==> config.mk <==
export PLATFORM = sky130hd
export DESIGN_NAME = display_scan_decoder
export DESIGN_NICKNAME = d
export VERILOG_FILES = /design/src/rtl/display_scan_pkg.sv /design/src/rtl/display_scan_decoder_seg7_to_bcd.sv /design/src/rtl/display_scan_decoder.sv
export SDC_FILE = /design/constraint.sdc
export NUM_CORES = 1
export LEC_CHECK = 0
export ABC_AREA = 1
export BUFFER_PORTS_ARGS = -buffer_cell sky130_fd_sc_hd__buf_2
export CORE_MARGIN = 8
export CORE_UTILIZATION = 23
export CTS_CLUSTER_DIAMETER = 200
export DETAILED_ROUTE_END_ITERATION = 6
export HOLD_SLACK_MARGIN = 0.1
export PLACE_DENSITY_LB_ADDON = 0.3
export SYNTH_ARGS = -nofsm -noshare
export SYNTH_HDL_FRONTEND = slang
export SYNTH_SLANG_ARGS = --single-unit
==> constraint.sdc <==
create_clock -name clk_1ms -period 10.83 [get_ports clk_1ms]
set_input_delay 1.6245 -clock clk_1ms [delete_from_list [all_inputs] [get_ports clk_1ms]]
set_output_delay 1.6245 -clock clk_1ms [all_outputs]
set_load 0.05 [all_outputs]
==> src/rtl/display_scan_pkg.sv <==
// Shared constants and types for the scan-bus display decoder: segment patterns, scan positions, FSM states.
// Pure definitions, no latency; no flow control.
package display_scan_pkg;

    localparam logic [6:0] SEG_0       = 7'b1111110;
    localparam logic [6:0] SEG_1       = 7'b0110000;
    localparam logic [6:0] SEG_2       = 7'b1101101;
    localparam logic [6:0] SEG_3       = 7'b1111001;
    localparam logic [6:0] SEG_4       = 7'b0110011;
    localparam logic [6:0] SEG_5       = 7'b1011011;
    localparam logic [6:0] SEG_6       = 7'b1011111;
    localparam logic [6:0] SEG_7       = 7'b1110000;
    localparam logic [6:0] SEG_8       = 7'b1111111;
    localparam logic [6:0] SEG_9       = 7'b1110011;
    localparam logic [6:0] SEG_ALL_ON  = 7'b1111111;
    localparam logic [6:0] SEG_ALL_OFF = 7'b0000000;

    localparam int BLINK_TIMEOUT_FRAMES_DEF = 400;
    localparam int MAX_HOURS_DEF            = 23;

    typedef enum logic [2:0] {
        POS_M1    = 3'd0,
        POS_M10   = 3'd1,
        POS_COLON = 3'd2,
        POS_H1    = 3'd3,
        POS_H10   = 3'd4
    } digit_pos_e;

    typedef enum logic {
        ST_HUNT = 1'b0,
        ST_SCAN = 1'b1
    } scan_state_e;

    typedef struct packed {
        logic [3:0] h10;
        logic [3:0] h1;
        logic [3:0] m10;
        logic [3:0] m1;
        logic       colon;
    } frame_t;

    // Kept at 7 bits so an out-of-range value like 99 survives until the range check.
    function automatic logic [6:0] tens_ones(input logic [3:0] tens, input logic [3:0] ones);
        return ({3'd0, tens} * 7'd10) + {3'd0, ones};
    endfunction

endpackage

==> src/rtl/display_scan_decoder_seg7_to_bcd.sv <==
// Combinational 7-segment pattern to BCD decoder with a validity flag.
// Zero latency; no flow control.
import display_scan_pkg::*;

module seg7_to_bcd (
    input  logic [6:0] seg,
    output logic       valid,
    output logic [3:0] bcd
);

    always_comb begin
        valid = 1'b1;
        bcd   = 4'd0;
        case (seg)
            SEG_0:   bcd = 4'd0;
            SEG_1:   bcd = 4'd1;
            SEG_2:   bcd = 4'd2;
            SEG_3:   bcd = 4'd3;
            SEG_4:   bcd = 4'd4;
            SEG_5:   bcd = 4'd5;
            SEG_6:   bcd = 4'd6;
            SEG_7:   bcd = 4'd7;
            SEG_8:   bcd = 4'd8;
            SEG_9:   bcd = 4'd9;
            default: valid = 1'b0;
        endcase
    end

endmodule

==> src/rtl/display_scan_decoder.sv <==
// Reassembles the 5-position 7-segment scan bus into hours/minutes/colon, flags sequence/pattern/range faults.
// 1-cycle latency from digit 4 to commit/status; no backpressure (free-running scan). Option: COLON_BLINK_CHECK_EN.
import display_scan_pkg::*;

module display_scan_decoder #(
    parameter int BLINK_TIMEOUT_FRAMES = BLINK_TIMEOUT_FRAMES_DEF,
    parameter int MAX_HOURS            = MAX_HOURS_DEF
) (
    input  logic       clk_1ms,
    input  logic       reset_n,
    input  logic [6:0] segment_data,
    input  logic [2:0] digit_select,
    output logic [4:0] hours,
    output logic [5:0] minutes,
    output logic       colon,
    output logic       frame_valid,
    output logic       locked,
    output logic       seq_err,
    output logic       seg_err,
    output logic       range_err,
    output logic       blink_err
);

    scan_state_e state_q, state_d;
    logic [2:0]  expect_q, expect_d;
    frame_t      shadow_q, shadow_d;
    logic        bad_q, bad_d;

    logic [4:0]  hours_d;
    logic [5:0]  minutes_d;
    logic        colon_d;
    logic        frame_valid_d, seq_err_d, seg_err_d, range_err_d;
    logic        commit;

    logic        dig_vld;
    logic [3:0]  dig_bcd;
    logic        colon_vld, colon_on, pat_vld;
    logic        start, take;
    logic [6:0]  mins7, hrs7;

    seg7_to_bcd u_seg7_to_bcd (
        .seg   (segment_data),
        .valid (dig_vld),
        .bcd   (dig_bcd)
    );

    // The colon position has its own two-pattern alphabet; SEG_8 there means "on".
    assign colon_on  = (segment_data == SEG_ALL_ON);
    assign colon_vld = colon_on || (segment_data == SEG_ALL_OFF);
    assign pat_vld   = (digit_select == POS_COLON) ? colon_vld : dig_vld;
    assign locked    = (state_q == ST_SCAN);

    always_comb begin
        state_d       = state_q;
        expect_d      = expect_q;
        shadow_d      = shadow_q;
        bad_d         = bad_q;
        hours_d       = hours;
        minutes_d     = minutes;
        colon_d       = colon;
        frame_valid_d = 1'b0;
        seq_err_d     = 1'b0;
        seg_err_d     = 1'b0;
        range_err_d   = 1'b0;
        commit        = 1'b0;
        start         = 1'b0;
        take          = 1'b0;
        mins7         = 7'd0;
        hrs7          = 7'd0;

        if (digit_select > POS_H10) begin
            seq_err_d = 1'b1;
            state_d   = ST_HUNT;
        end else if (state_q == ST_HUNT) begin
            start = (digit_select == POS_M1);
        end else if (digit_select == expect_q) begin
            take = 1'b1;
        end else begin
            seq_err_d = 1'b1;
            if (digit_select == POS_M1) begin
                start = 1'b1;
            end else begin
                state_d = ST_HUNT;
            end
        end

        if (start || take) begin
            state_d  = ST_SCAN;
            expect_d = digit_select + 3'd1;
            // Any position-0 capture opens a fresh frame, so the bad flag restarts there.
            bad_d    = (digit_select == POS_M1) ? !pat_vld : (bad_q || !pat_vld);
            case (digit_select)
                POS_M1:    shadow_d.m1    = dig_bcd;
                POS_M10:   shadow_d.m10   = dig_bcd;
                POS_COLON: shadow_d.colon = colon_on;
                POS_H1:    shadow_d.h1    = dig_bcd;
                POS_H10:   shadow_d.h10   = dig_bcd;
                default:   ;
            endcase
        end

        if (take && (digit_select == POS_H10)) begin
            expect_d = 3'd0;
            mins7    = tens_ones(shadow_d.m10, shadow_d.m1);
            hrs7     = tens_ones(shadow_d.h10, shadow_d.h1);
            if (bad_d) begin
                seg_err_d = 1'b1;
            end else if ((mins7 > 7'd59) || (hrs7 > 7'(MAX_HOURS))) begin
                range_err_d = 1'b1;
            end else begin
                commit        = 1'b1;
                frame_valid_d = 1'b1;
                hours_d       = hrs7[4:0];
                minutes_d     = mins7[5:0];
                colon_d       = shadow_d.colon;
            end
        end
    end

    always_ff @(posedge clk_1ms or negedge reset_n) begin
        if (!reset_n) begin
            state_q     <= ST_HUNT;
            expect_q    <= 3'd0;
            shadow_q    <= '0;
            bad_q       <= 1'b0;
            hours       <= 5'd0;
            minutes     <= 6'd0;
            colon       <= 1'b0;
            frame_valid <= 1'b0;
            seq_err     <= 1'b0;
            seg_err     <= 1'b0;
            range_err   <= 1'b0;
        end else begin
            state_q     <= state_d;
            expect_q    <= expect_d;
            shadow_q    <= shadow_d;
            bad_q       <= bad_d;
            hours       <= hours_d;
            minutes     <= minutes_d;
            colon       <= colon_d;
            frame_valid <= frame_valid_d;
            seq_err     <= seq_err_d;
            seg_err     <= seg_err_d;
            range_err   <= range_err_d;
        end
    end

`ifdef COLON_BLINK_CHECK_EN
    localparam int CNT_W = $clog2(BLINK_TIMEOUT_FRAMES + 1);

    logic [CNT_W-1:0] blink_cnt_q;

    // Counts committed frames whose colon matches the previous commit; saturates at the timeout.
    always_ff @(posedge clk_1ms or negedge reset_n) begin
        if (!reset_n) begin
            blink_cnt_q <= '0;
            blink_err   <= 1'b0;
        end else if (commit) begin
            if (colon_d != colon) begin
                blink_cnt_q <= '0;
                blink_err   <= 1'b0;
            end else begin
                if (blink_cnt_q != CNT_W'(BLINK_TIMEOUT_FRAMES)) begin
                    blink_cnt_q <= blink_cnt_q + CNT_W'(1);
                end
                if (blink_cnt_q >= CNT_W'(BLINK_TIMEOUT_FRAMES - 1)) begin
                    blink_err <= 1'b1;
                end
            end
        end
    end
`else
    assign blink_err = 1'b0;
`endif

endmodule

== After elaboration in Yosys (flattened, before gate mapping) ==
Index checks and enable logic that the tools add are counted.
Operators by class
  multiplexer cells: 35
  eq/ne operators: 15
  bitwise logic cells: 2
  add/sub/neg operators: 3
  multiply operators: 2
  order comparisons: 3
  reductions and logical operators: 11
Operators with widths (number)
  equality test 7 bit (second input constant): 8
  case mux 4 bit (9 select lines): 1
  2-to-1 mux 1 bit: 27
  2-to-1 mux 17 bit: 1
  2-to-1 mux 4 bit: 4
  adder 7 x 4 -> 7 bit: 2
  equality test 7 x 6 -> 1 bit (second input constant): 2
  multiplier 4 x 3 -> 6 bit (second input constant): 2
  OR reduction 10 bit: 1
  > comparator 7 x 5 -> 1 bit (second input constant): 1
  > comparator 7 x 6 -> 1 bit (second input constant): 1
  zero test 7 bit: 1
  equality test 3 x 2 -> 1 bit (second input constant): 2
  2-to-1 mux 3 bit: 2
  logical OR 1 bit: 4
  adder 3 x 1 -> 3 bit (second input constant): 1
  equality test 3 x 1 -> 1 bit (second input constant): 1
  equality test 3 bit: 1
  equality test 3 bit (second input constant): 1
  > comparator 3 bit (second input constant): 1
  zero test 3 bit: 1
  AND reduction 3 bit: 1
  NOT 1 bit: 2
  nonzero test 2 bit: 1
  2 further kinds: 2
Word-level totals
  output and inout bits: 18
  bits in registers: 38
  bits of input ports: 12
  logic and storage cells: 86

== Depth between registers and ports, before layout ==
Gate-level depths: netlist of run 1.
  word-level depth: 14
  depth in mapped cells: 30
  depth with buffers taken out: 28

== Modules after synthesis ==
From an unflattened synthesis of run 1, not the netlist that was laid out.
Second synthesis, totals
  cells, all modules: 334
  area total of the unflattened synthesis: 2601.2 µm²
Modules (own cells, without submodules)
  display_scan_decoder: cells each 283, times used 1, area each 2379.8 µm², seq. area each 950.9 µm²
  seg7_to_bcd: cells each 51, times used 1, area each 221.5 µm², seq. area each 0.0 µm²

== Worst setup path after synthesis of run 1 ==
No wires, ideal clock.
  kind: input-to-reg
  from: input port digit_select[0]
  to: register colon
  setup time: 119 ps
  arrival time: 4978 ps
  stages: 29
  path slack: 5732 ps
  path through: inv_2 -> ha_1 -> clkinv_1 -> nand2_1 -> nand2_2 -> inv_2 -> nand3_2 -> nand2_2 -> inv_1 -> nor2_1 -> inv_1 -> o21ai_0 -> inv_1 -> ha_1 -> ha_1 -> fa_1 -> nand2_1 -> inv_1 -> nand4_1 -> nand2_1 -> nand2_1 -> nand2_1 -> nand3b_2 -> nand2_2 -> nor2_4 -> nand3_4 -> buf_6 -> nand2_1 -> nand2_1
RTL lines
  from (decl): line display_scan_decoder.sv:12  | input logic [2:0] digit_select,
  to (signal assigned): line display_scan_decoder.sv:140  | colon <= colon_d;
  to (decl): line display_scan_decoder.sv:15  | output logic colon,

==> metrics.md, run 1 <==
| Metric | Value |
|---|---|
| P&R area growth vs syn | `13.9%` |
| H-tree depth | `2` |
| CTS buffer count | `5` |
| Post-synth EDFFs | `0` |
| Grt peak-use layer | `met2` |
| Final WL | `around 5.9 mm` |
| Endpoints failing hold | `0` |
| DRT iter0 DRCs | `70` |
| Commonest non-fill, non-tap cell in the layout | `nand2_1` |
| Vias in the first global route | `2069` |
| ANT cells | `0` |
| Worst path bufs/invs | `8` |
| Final period utilization | `0.534` |
| Most used cell, CP | `nand2_1` |
| Seq/Total Area, Yosys | `0.382` |
| Xor/xnor share of the synthesized area | `0.0211` |
| Initial Utilization | `0.233` |
| Status | `finished clean` |
| Setup crit end kind | `register` |
| First-pass GRT wire length | `between 9 and 10 mm` |
| GRT Util Overall | `0.0863` |
| DRC | `0` |
| Highest clock rate | `173 MHz` |
| Total number of vias | `2074` |
| # port buffers | `28` |
| Synth Area in Compound Gates | `0.0517` |
| Post-Route Utilization | `0.265` |
| # nets final | `about 380` |
| Yosys warns | `0` |
| Global routing usage on met2 | `0.154` |
| Total power | `around 370 uW` |
| Netlist Area Pre-Place | `2490 um2` |
| Die ar. | `roughly 14000 um2` |
| Pleak | `1.56 nW` |
| Post-Synth Simple-Gate Area | `0.331` |
| CP max stage delay | `0.52 ns` |
| Main combinational cell family by area after synthesis | `simple AND/OR/NAND/NOR gates` |
| CTS tree | `built` |
| Clk_skew | `0.0118 ns` |
| Pwr/cell area | `around 130 nW/um2` |
| Detailed Place HPWL | `4.70 mm` |
| Skew-Pair Late Insertion Delay | `0.30 ns` |
| Non-Filler Instances | `490` |
| Sink Count | `38` |
| Post-synthesis mux area share | `0` |
| Syn_area_per_cell | `7.76 um2` |
| Max-slew violations | `0` |
| Period minus WS final | `5.78 ns` |
| Post_cts resized | `0` |
| Syn Nets | `354` |
| Placed cell count | `slightly below 500` |
| Critical Path Start Type | `input pin` |
| Clock root buffer master | `clkbuf_8` |
| M3 GR Usage | `0.0169` |
| Postcts setup bufs | `0` |
| GP Congestion | `0.815` |
| Final setup TNS | `0 ns` |
| Largest net degree at the start of global routing | `39` |
| # setup viols final | `0` |
| Longest Clk Path Bufs | `2` |
| RSZ-0062 raised after global routing | `no` |
| Total grt overflow | `0` |
| Post-Syn Instances | `321` |
| Die Y | `approximately 120 um` |
| Die X | `between 100 and 150 um` |
| I/O pin total | `30` |
| DR pass1 iterations | `4` |
| IR drop worst, VDD | `0.0449 mV` |
| Most frequent cells in the layout | `94 x nand2_1, 38 x inv_1, 38 x dfrtp_1` |
| Placeable Area | `10700 um2` |
| ANT nets after route | `0` |
| Critical Path AT | `5.96 ns` |
| Antenna violations before repair | `0` |
| Vias per std cell | `4.23` |
| CP Max Fanout | `14` |
| Synth unique cells | `31` |
| Slowest-stage cell, CP | `fa_1` |
| Post-CTS Hold Fix Bufs | `0` |
| Routed len/inst | `11.9 um` |
| Grt met1 use | `0.0950` |
| Register clock-pin slew on the reported worst setup and hold paths | `0.08 ns` |
| Max cap viols | `0` |
| Worst min-delay path class | `reg -> reg` |
| Crit Path Category | `in -> reg` |
| Main flop type after synthesis | `dfrtp_1` |
| Async set-or-reset flop fraction in the synthesized netlist | `1.00` |
| Rows | `38` |
| Layout cells sized above 1 | `0.171` |
| CP top delay family | `simple AND/OR/NAND/NOR gates` |
| Req. time, crit path | `around 11 ns` |
| Slew headroom | `0.402` |
| Adder-cell share of the synthesized area | `0.118` |
| Worst slew pin tran | `0.897 ns` |
| Seq cells post-synth | `38` |
==> where the power goes <==
| part | total (mW) | internal (mW) | switching (mW) |
|---|---|---|---|
| Sequential | 0.159 | 0.154 | 0.00494 |
| Combinational | 0.107 | 0.0347 | 0.0719 |
| Clock | 0.103 | 0.0514 | 0.0519 |
| Total | 0.369 | 0.240 | 0.129 |
==> final cells by class <==
cell class	count	area [um2]
timing repair buffer	28	140
sequential	38	951
tap	140	175
clock buffer	7	86.3
inverter	47	176
multi-input combinational	229	1300
clock inverter	1	5.00
fill	1163	7860
==> cell families after synthesis <==
kind of cell	Yosys count
compound gates	24
other cells	1
buf+inv	54
xor+xnor	6
simple gates	177
fa+ha+maj	21
flops	38
==> metal layers <==
layer / part of all wire / vias to the layer above / wire (um)
met4: 0.026 / 0 / 155
met3: 0.026 / 9 / 151
li1: - / 1081 / -
met2: 0.51 / 21 / 2970
met1: 0.44 / 963 / 2580
met5: 0 / - / 0
==> cell usage after synthesis (4+ instances only) <==
master,n,share of area
nor3_1,5,0.010
nand4_1,17,0.043
a31oi_1,5,0.013
nor2_1,20,0.030
ha_1,17,0.085
inv_1,38,0.057
fa_1,4,0.032
a21oi_1,5,0.010
o21ai_0,12,0.024
nand2_1,94,0.14
dfrtp_1,38,0.38
inv_2,7,0.011
nand3_1,21,0.042
nand2_2,7,0.018
==> path summary, 6_finish.rpt <==
check	cells past startpoint	slack [ns]	to	from
min in group asynchronous	1	1.45	shadow_q[8]	reset_n
setup reg to reg	26	6.42	minutes[0]	expect_q[0]
max in group asynchronous	1	8.81	minutes[1]	reset_n
hold / removal	2	0.47	minutes[5]	minutes[5]
hold reg to reg	2	0.47	minutes[5]	minutes[5]
setup / recovery	27	5.05	minutes[0]	digit_select[0]
==> flip-flops by register name, indices dropped and copies added, names as in the netlist <==
signal / count
bad_q: 1
colon: 1
expect_q: 3
frame_valid: 1
hours: 5
locked: 1
minutes: 6
range_err: 1
seg_err: 1
seq_err: 1
shadow_q: 17
==> metrics by stage <==
stage	setup WS (ns)	hold slack (ns)	area, um2
floorplan	5.73	0.443	2490
CTS	4.99	0.478	2840
global route	4.54	0.494	2840
detailed placement	4.68	0.459	2750
global placement	4.65	0.455	2750
finish	5.05	0.472	2840
==> worst reg2reg max path, cell delays in order (launching register included) <==
cell	delay, ns
dfrtp_1	0.38
inv_1	0.08
nand2_1	0.06
nand2_1	0.05
nor2_2	0.12
nand3_2	0.12
nand2_2	0.23
inv_1	0.12
nor2_1	0.21
inv_1	0.10
o21ai_0	0.32
inv_1	0.14
ha_1	0.31
ha_1	0.21
fa_1	0.52
nand2_1	0.06
inv_1	0.06
nand4_1	0.09
nand2_1	0.08
nand2_1	0.05
nand2_1	0.08
nand3b_2	0.13
nand2_2	0.08
nor2_4	0.30
nand3_4	0.22
nand2_1	0.11
nand2_1	0.05
(Power assumes the default switching activity.)
==> run 2, diff against run 1 <==
==> constraint.sdc (replaced) <==
create_clock -name clk_1ms -period 5.6 [get_ports clk_1ms]
set_input_delay 0.84 -clock clk_1ms [delete_from_list [all_inputs] [get_ports clk_1ms]]
set_output_delay 0.84 -clock clk_1ms [all_outputs]
set_load 0.05 [all_outputs]
==> run 2 against run 1 <==
Net effect: first-iteration DRC count rose by 10%; hold slack got worse by 0.0028 ns; die area did not move; sequential power rose by 94%; global-route usage rose by 0.40 points; non-clock buffer count rose by 3; utilization rose by 0.41 points; clock power rose by 130%; setup slack got worse by 4.4 ns; clock-buffer cell count fell by 1; critical path depth did not move; sequential share of layout area fell by 0.51 points; largest power group unchanged; highest routed layer unchanged.
==> metrics.md, run 2 (synthesis results as in run 1) <==
| Metric | Value |
|---|---|
| # setup viols final | `0 (unchanged)` |
| Slew headroom | `0.417 (+0.0147)` |
| Fillers | `1201 (+3.3%)` |
| I/O pin total | `30 (unchanged)` |
| Largest regs | `shadow_q x17, minutes x6, hours x5` |
| # nets final | `385 (+0.79%)` |
| IR drop worst, VDD | `0.102 mV (+130%)` |
| Pwr/cell area | `261 nW/um2 (+100%)` |
| Highest clock rate | `around 200 MHz` |
| Final WL | `5.92 mm (+1.2%)` |
| Die X | `120 um (unchanged)` |
| Placeable Area | `10700 um2 (unchanged)` |
| Switching pwr | `245 uW (+91%)` |
| Rows | `38 (unchanged)` |
| Max FFs per register | `17 (unchanged)` |
| Max cap viols | `0 (unchanged)` |
| Initial Utilization | `0.233 (unchanged)` |
| Final hold slack | `0.469 ns (-0.00280 ns)` |
| Sink Count | `38 (unchanged)` |
| Reg power frac | `0.410 (-0.021)` |
| Worst min-delay path class | `reg -> reg` |
| # port buffers | `28 (unchanged)` |
| Detailed Place HPWL | `4.84 mm (+3.0%)` |
| Req. time, crit path | `5.78 ns (-5.23 ns)` |
| Clk_skew | `0.00612 ns (-0.00565 ns)` |
| Most frequent cells in the layout | `94 x nand2_1, 38 x inv_1, 38 x dfrtp_1` |
| Routed len/inst | `12.0 um (+0.78%)` |
| Die Y | `120 um (unchanged)` |
| Longest Clk Path Bufs | `2 (unchanged)` |
| Multi-input combinational cell area | `1300 um2 (unchanged)` |
| Biggest register | `shadow_q` |
| Total grt overflow | `0 (unchanged)` |
| Layout cells sized above 1 | `0.179 (+0.00755)` |
| Post_cts resized | `0 (unchanged)` |
| Antenna violations before repair | `0 (unchanged)` |
| GP Congestion | `0.809 (-0.81%)` |
| Register clock-pin slew on the reported worst setup and hold paths | `0.07 ns (about the same)` |
| DR pass1 iterations | `4 (unchanged)` |
| Crit Path Category | `in -> reg` |
| Commonest non-fill, non-tap cell in the layout | `nand2_1` |
| Max-slew violations | `0 (unchanged)` |
| Final setup TNS | `0 ns (unchanged)` |
| GRT Util Overall | `0.0903 (+0.00399)` |
| Status | `finished clean` |
| Final period utilization | `0.877` |
| Worst slew pin tran | `0.875 ns (-0.0221 ns)` |
| RSZ-0062 raised after global routing | `no` |
| Period minus WS final | `between 4 and 5 ns` |
| Post-CTS Hold Fix Bufs | `0 (unchanged)` |
| Comb power frac | `0.275 (-0.014)` |
| DRT iter0 DRCs | `77 (+10%)` |
| Area taken by flip-flops and latches | `951 um2 (unchanged)` |
| Skew-Pair Late Insertion Delay | `0.29 ns (about the same)` |
| ANT cells | `0 (unchanged)` |
| CTS buffer count | `5 (unchanged)` |
| Endpoints failing hold | `0 (unchanged)` |
| Pleak | `1.59 nW (+1.5%)` |
| Total number of vias | `2102 (+1.4%)` |
| Vias per std cell | `4.27 (+0.94%)` |
| H-tree depth | `2 (unchanged)` |
| Setup crit end kind | `register` |
| CTS tree | `built` |
| Largest net degree at the start of global routing | `39 (unchanged)` |
| ANT nets after route | `0 (unchanged)` |
| Clk pwr share | `0.315 (+0.035)` |
| Postcts setup bufs | `0 (unchanged)` |
| Clock root buffer master | `clkbuf_8` |
| CP Max Fanout | `14 (unchanged)` |
| P&R area growth vs syn | `15.7%` |
| Sw frac | `0.326 (-0.0232)` |
| Critical Path AT | `5.09 ns (-0.87 ns)` |
| Vias in the first global route | `2210 (+6.8%)` |
| Int Pwr | `508 uW (+110%)` |
| Critical Path Start Type | `input pin` |
| Die ar. | `14400 um2 (unchanged)` |
| DRC | `0 (unchanged)` |
| First-pass GRT wire length | `10.6 mm (+6.9%)` |
-- run 2: final timing paths --
check | start | to | slack, ns | depth (start not counted)
max | digit_select[0] | minutes[5] | 0.69 | 27
min | minutes[1] | minutes[1] | 0.47 | 2
max reg2reg | expect_q[1] | minutes[5] | 1.26 | 26
min reg2reg | minutes[1] | minutes[1] | 0.47 | 2
max in group asynchronous | reset_n | frame_valid | 4.38 | 1
min in group asynchronous | reset_n | shadow_q[11] | 0.66 | 1
-- run 2: stage by stage --
| step | setup WS, ns | instances | cell area, um2 | util | power [mW] |
|---|---|---|---|---|---|
| final | 0.686 | 492 | 2880 | 0.269 | 0.753 |
| after global routing | 0.211 | 492 | 2880 | 0.269 | 0.807 |
| after CTS | 0.677 | 492 | 2880 | 0.269 | 0.763 |
| after global placement | 0.454 | 485 | 2770 | 0.259 | 0.523 |
| after detailed placement | 0.386 | 485 | 2770 | 0.259 | 0.523 |
| after floorplan | 1.29 | 321 | 2490 | - | 0.473 |
-- run 2: final cells by class --
| cell class | count | share of cell area |
|---|---|---|
| Inverter | 47 | 0.0612 |
| Clock buffer | 6 | 0.0287 |
| Timing Repair Buffer | 31 | 0.0564 |
| Multi-Input combinational cell | 229 | 0.452 |
| Tap cell | 140 | 0.0608 |
| Sequential cell | 38 | 0.330 |
| Clock inverter | 1 | 0.0104 |
-- run 2: layer usage --
layer | share of wire | track usage
met3 | 0.025 | 0.0183
met2 | 0.50 | 0.160
met5 | 0 | 0
met4 | 0.019 | 0.0383
met1 | 0.45 | 0.104
-- run 2: power by group through the flow --
stage               Sequential [mW]  Clock, mW  Combinational, mW
floorplan                     0.324          0              0.149
global placement              0.314          0              0.209
detailed placement            0.315          0              0.209
CTS                           0.309      0.244              0.210
global route                  0.312      0.257              0.238
finish                        0.309      0.238              0.207
-- run 2: worst max-delay path, stage by stage --
cell and delay [ns]:
buf_2 0.14, inv_2 0.08, ha_1 0.14, clkinv_1 0.07
nor2_1 0.25, inv_2 0.13, nand2_2 0.23, inv_1 0.10
nor2_1 0.19, inv_1 0.09, o21ai_0 0.30, inv_1 0.14
ha_1 0.31, ha_1 0.21, fa_1 0.53, nand2_1 0.06
inv_1 0.07, nand4_1 0.10, nand2_1 0.08, nand2_1 0.04
nand2_1 0.06, nand3b_2 0.12, nand2_2 0.07, nor2_4 0.29
nand3_4 0.22, nand2_1 0.12, nand2_1 0.06
==> run 3, diff against run 2 <==
--- a/config.mk
+++ b/config.mk
@@ -8,7 +8,7 @@
 export ABC_AREA = 1
 export BUFFER_PORTS_ARGS = -buffer_cell sky130_fd_sc_hd__buf_2
 export CORE_MARGIN = 8
-export CORE_UTILIZATION = 23
+export CORE_UTILIZATION = 58
 export CTS_CLUSTER_DIAMETER = 200
 export DETAILED_ROUTE_END_ITERATION = 6
 export HOLD_SLACK_MARGIN = 0.1
==> constraint.sdc (replaced) <==
create_clock -name clk_1ms -period 5.6 [get_ports clk_1ms]
set_input_delay 0.84 -clock clk_1ms [delete_from_list [all_inputs] [get_ports clk_1ms]]
set_output_delay 0.84 -clock clk_1ms [all_outputs]
set_load 0.02 [all_outputs]
==> run 3 against run 2 <==
Net effect: non-clock buffer count is the same; sequential power is essentially flat; combinational power shrank 4%; clock-buffer cell count shrank 1; cell count shrank 18%; wire length shrank 9.5%; first-iteration DRC count grew to 2.9 times the previous value; setup slack lost 0.035 ns; hold slack gained 0.0013 ns; largest cell class unchanged.
==> metrics.md, run 3 (synthesis results as in run 1) <==
| Metric | Value |
|---|---|
| Critical Path Start Type | `input pin` |
| CP max stage delay | `0.52 ns (about the same)` |
| H-tree depth | `2 (unchanged)` |
| Flop2flop setup slack | `1.19 ns (-0.07 ns)` |
| Cell Area, Placed | `2660 um2 (-4.0%)` |
| Worst-case hold path end point | `hours[1]` |
| Vias per std cell | `5.21 (+22%)` |
| Cells on worst reg2reg path | `26 (unchanged)` |
| Placed cell count | `397 (-18%)` |
| Reg power frac | `0.393 (-0.017)` |
| # port buffers | `28 (unchanged)` |
| # setup viols final | `0 (unchanged)` |
| Detailed Place HPWL | `4.32 mm (-11%)` |
| DRT iter0 DRCs | `224 (+190%)` |
| Reg2Reg Launch Point | `expect_q[1]` |
| Period minus WS final | `4.95 ns (+0.0347 ns)` |
| I/O pin total | `30 (unchanged)` |
| Postcts setup bufs | `0 (unchanged)` |
| Clk pwr share | `0.353 (+0.038)` |
| Rows | `24 (-37%)` |
| Vias in the first global route | `2107 (-4.7%)` |
| ANT cells | `0 (unchanged)` |
| Post-CTS Hold Fix Bufs | `0 (unchanged)` |
| Worst slew pin tran | `0.830 ns (-0.0449 ns)` |
| Final WL | `5.36 mm (-9.5%)` |
| RSZ-0062 raised after global routing | `no` |
| Post_cts resized | `0 (unchanged)` |
| Most frequent cells in the layout | `94 x nand2_1, 38 x inv_1, 38 x dfrtp_1` |
| Final period utilization | `0.884 (+0.00619)` |
| Clock root buffer master | `clkbuf_8` |
| Placeable Area | `4230 um2 (-60%)` |
| Commonest non-fill, non-tap cell in the layout | `nand2_1` |
| Skew-Pair Late Insertion Delay | `0.29 ns (about the same)` |
| Register clock-pin slew on the reported worst setup and hold paths | `0.08 ns (about the same)` |
| Antenna violations before repair | `0 (unchanged)` |
| Die X | `81.5 um (-32%)` |
| CP top delay family | `simple AND/OR/NAND/NOR gates` |
| GRT Util Overall | `0.182 (+0.0917)` |
| Max cap viols | `0 (unchanged)` |
| Non-Filler Instances | `405 (-18%)` |
| Final Cell Area | `2800 um2 (-3.0%)` |
| Sink Count | `38 (unchanged)` |
| Worst path bufs/invs | `8 (unchanged)` |
| Pwr/cell area | `280 nW/um2 (+7.2%)` |
| Fillers | `357 (-70%)` |
| CTS buffer count | `5 (unchanged)` |
| Int Pwr | `544 uW (+7.1%)` |
| Switching pwr | `240 uW (-2.4%)` |
| Critical Path AT | `5.13 ns (+0.04 ns)` |
| Clk_skew | `0.00909 ns (+0.00297 ns)` |
| DRC | `0 (unchanged)` |
| Slew headroom | `0.447 (+0.0300)` |
| # nets final | `385 (unchanged)` |
| R2r endpoint | `colon` |
| Highest clock rate | `202 MHz (-0.70%)` |
| IR drop worst, VDD | `0.220 mV (+110%)` |
| Setup crit end kind | `register` |
| Comb power frac | `0.253 (-0.022)` |
| Biggest register | `shadow_q` |
| Hold Startpoint | `hours[1]` |
| Largest regs | `shadow_q x17, minutes x6, hours x5` |
| Hold Path Stages | `2 (unchanged)` |
| P&R area growth vs syn | `12.3%` |
| Max FFs per register | `17 (unchanged)` |
| Total grt overflow | `0 (unchanged)` |
| Die Y | `81.5 um (-32%)` |
| Crit Path Category | `in -> reg` |
| Req. time, crit path | `5.78 ns (about the same)` |
| Most used cell, CP | `nand2_1` |
| Largest net degree at the start of global routing | `39 (unchanged)` |
| ANT nets after route | `0 (unchanged)` |
| Longest Clk Path Bufs | `2 (unchanged)` |
| Routed len/inst | `13.2 um (+9.9%)` |
| Initial Utilization | `0.588 (+0.355)` |
| DR pass1 iterations | `5 (+1)` |
| Max-slew violations | `0 (unchanged)` |
| Layout cells sized above 1 | `0.181 (+0.00233)` |
| CTS tree | `built` |
| Status | `finished clean` |
| First-pass GRT wire length | `9.50 mm (-10%)` |
| Worst min-delay path class | `reg -> reg` |
| Pleak | `1.60 nW (+0.70%)` |
| Slowest-stage cell, CP | `fa_1` |
| Die ar. | `6650 um2 (-54%)` |
| Sw frac | `0.306 (-0.0200)` |
| Total number of vias | `2111 (+0.43%)` |
| GP Congestion | `0.841 (+4.0%)` |
| CP Max Fanout | `14 (unchanged)` |
| Endpoints failing hold | `0 (unchanged)` |
| Final setup TNS | `0 ns (unchanged)` |
## run 3: cell types whose count changed in the layout (fill, tap and decap cells not counted)
| cell | delta |
|---|---|
| clkbuf_8 | -1 |
| bufinv_16 | +1 |
| clkinv_4 | +1 |
## run 3: through the flow
stage	total power [mW]	util	hold slack (ns)	setup WS [ns]
global placement	0.506	0.628	0.452	0.579
CTS	0.790	0.660	0.474	0.707
finish	0.784	0.660	0.470	0.651
global route	0.834	0.660	0.515	0.165
detailed placement	0.511	0.628	0.455	0.410
floorplan	0.464	-	0.443	1.30
## run 3: routing by layer
metal / share of wire / up-vias / track usage
met4: 0.021 / 0 / 0.0679
met3: 0.060 / 14 / 0.0416
met2: 0.48 / 56 / 0.305
met5: 0 / - / 0
met1: 0.43 / 960 / 0.223
li1: - / 1081 / -
## run 3: worst max path at each step
stage / endpoint / depth (start not counted) / start
3_3_place_gp: minutes[0] / 27 / digit_select[1]
4_1_cts: colon / 27 / digit_select[0]
2_1_floorplan: hours[3] / 27 / digit_select[0]
3_5_place_dp: colon / 27 / digit_select[0]
6_report: colon / 27 / digit_select[0]
5_1_grt: minutes[3] / 27 / digit_select[0]
## run 3: power by group through the flow
stage / logic [mW] / clock network, mW / registers (mW)
after floorplan: 0.148 / 0 / 0.316
after global placement: 0.192 / 0 / 0.313
after detailed placement: 0.198 / 0 / 0.314
after CTS: 0.199 / 0.283 / 0.308
after global routing: 0.226 / 0.297 / 0.311
final: 0.198 / 0.277 / 0.308
## run 3: cell type report
| cell class | instances | area, um2 | share of cell area |
|---|---|---|---|
| clock buffer | 5 | 68.8 | 0.0246 |
| clock inverter | 3 | 68.8 | 0.0246 |
| inverter | 47 | 176 | 0.0631 |
| multi-input combinational | 229 | 1300 | 0.466 |
| sequential | 38 | 951 | 0.340 |
| tap | 52 | 65.1 | 0.0233 |
| timing repair buffer | 31 | 163 | 0.0582 |
## run 3: worst reg2reg max path, delay by kind of cell, from the launching register on
family / cells / cell delay [ns]
AND/OR/NAND/NOR: 17 / 2.06
AO/OA/AOI/OAI: 1 / 0.32
flip-flops: 1 / 0.39
buffers and inverters: 5 / 0.51
adder cells (fa/ha/maj): 3 / 1.04
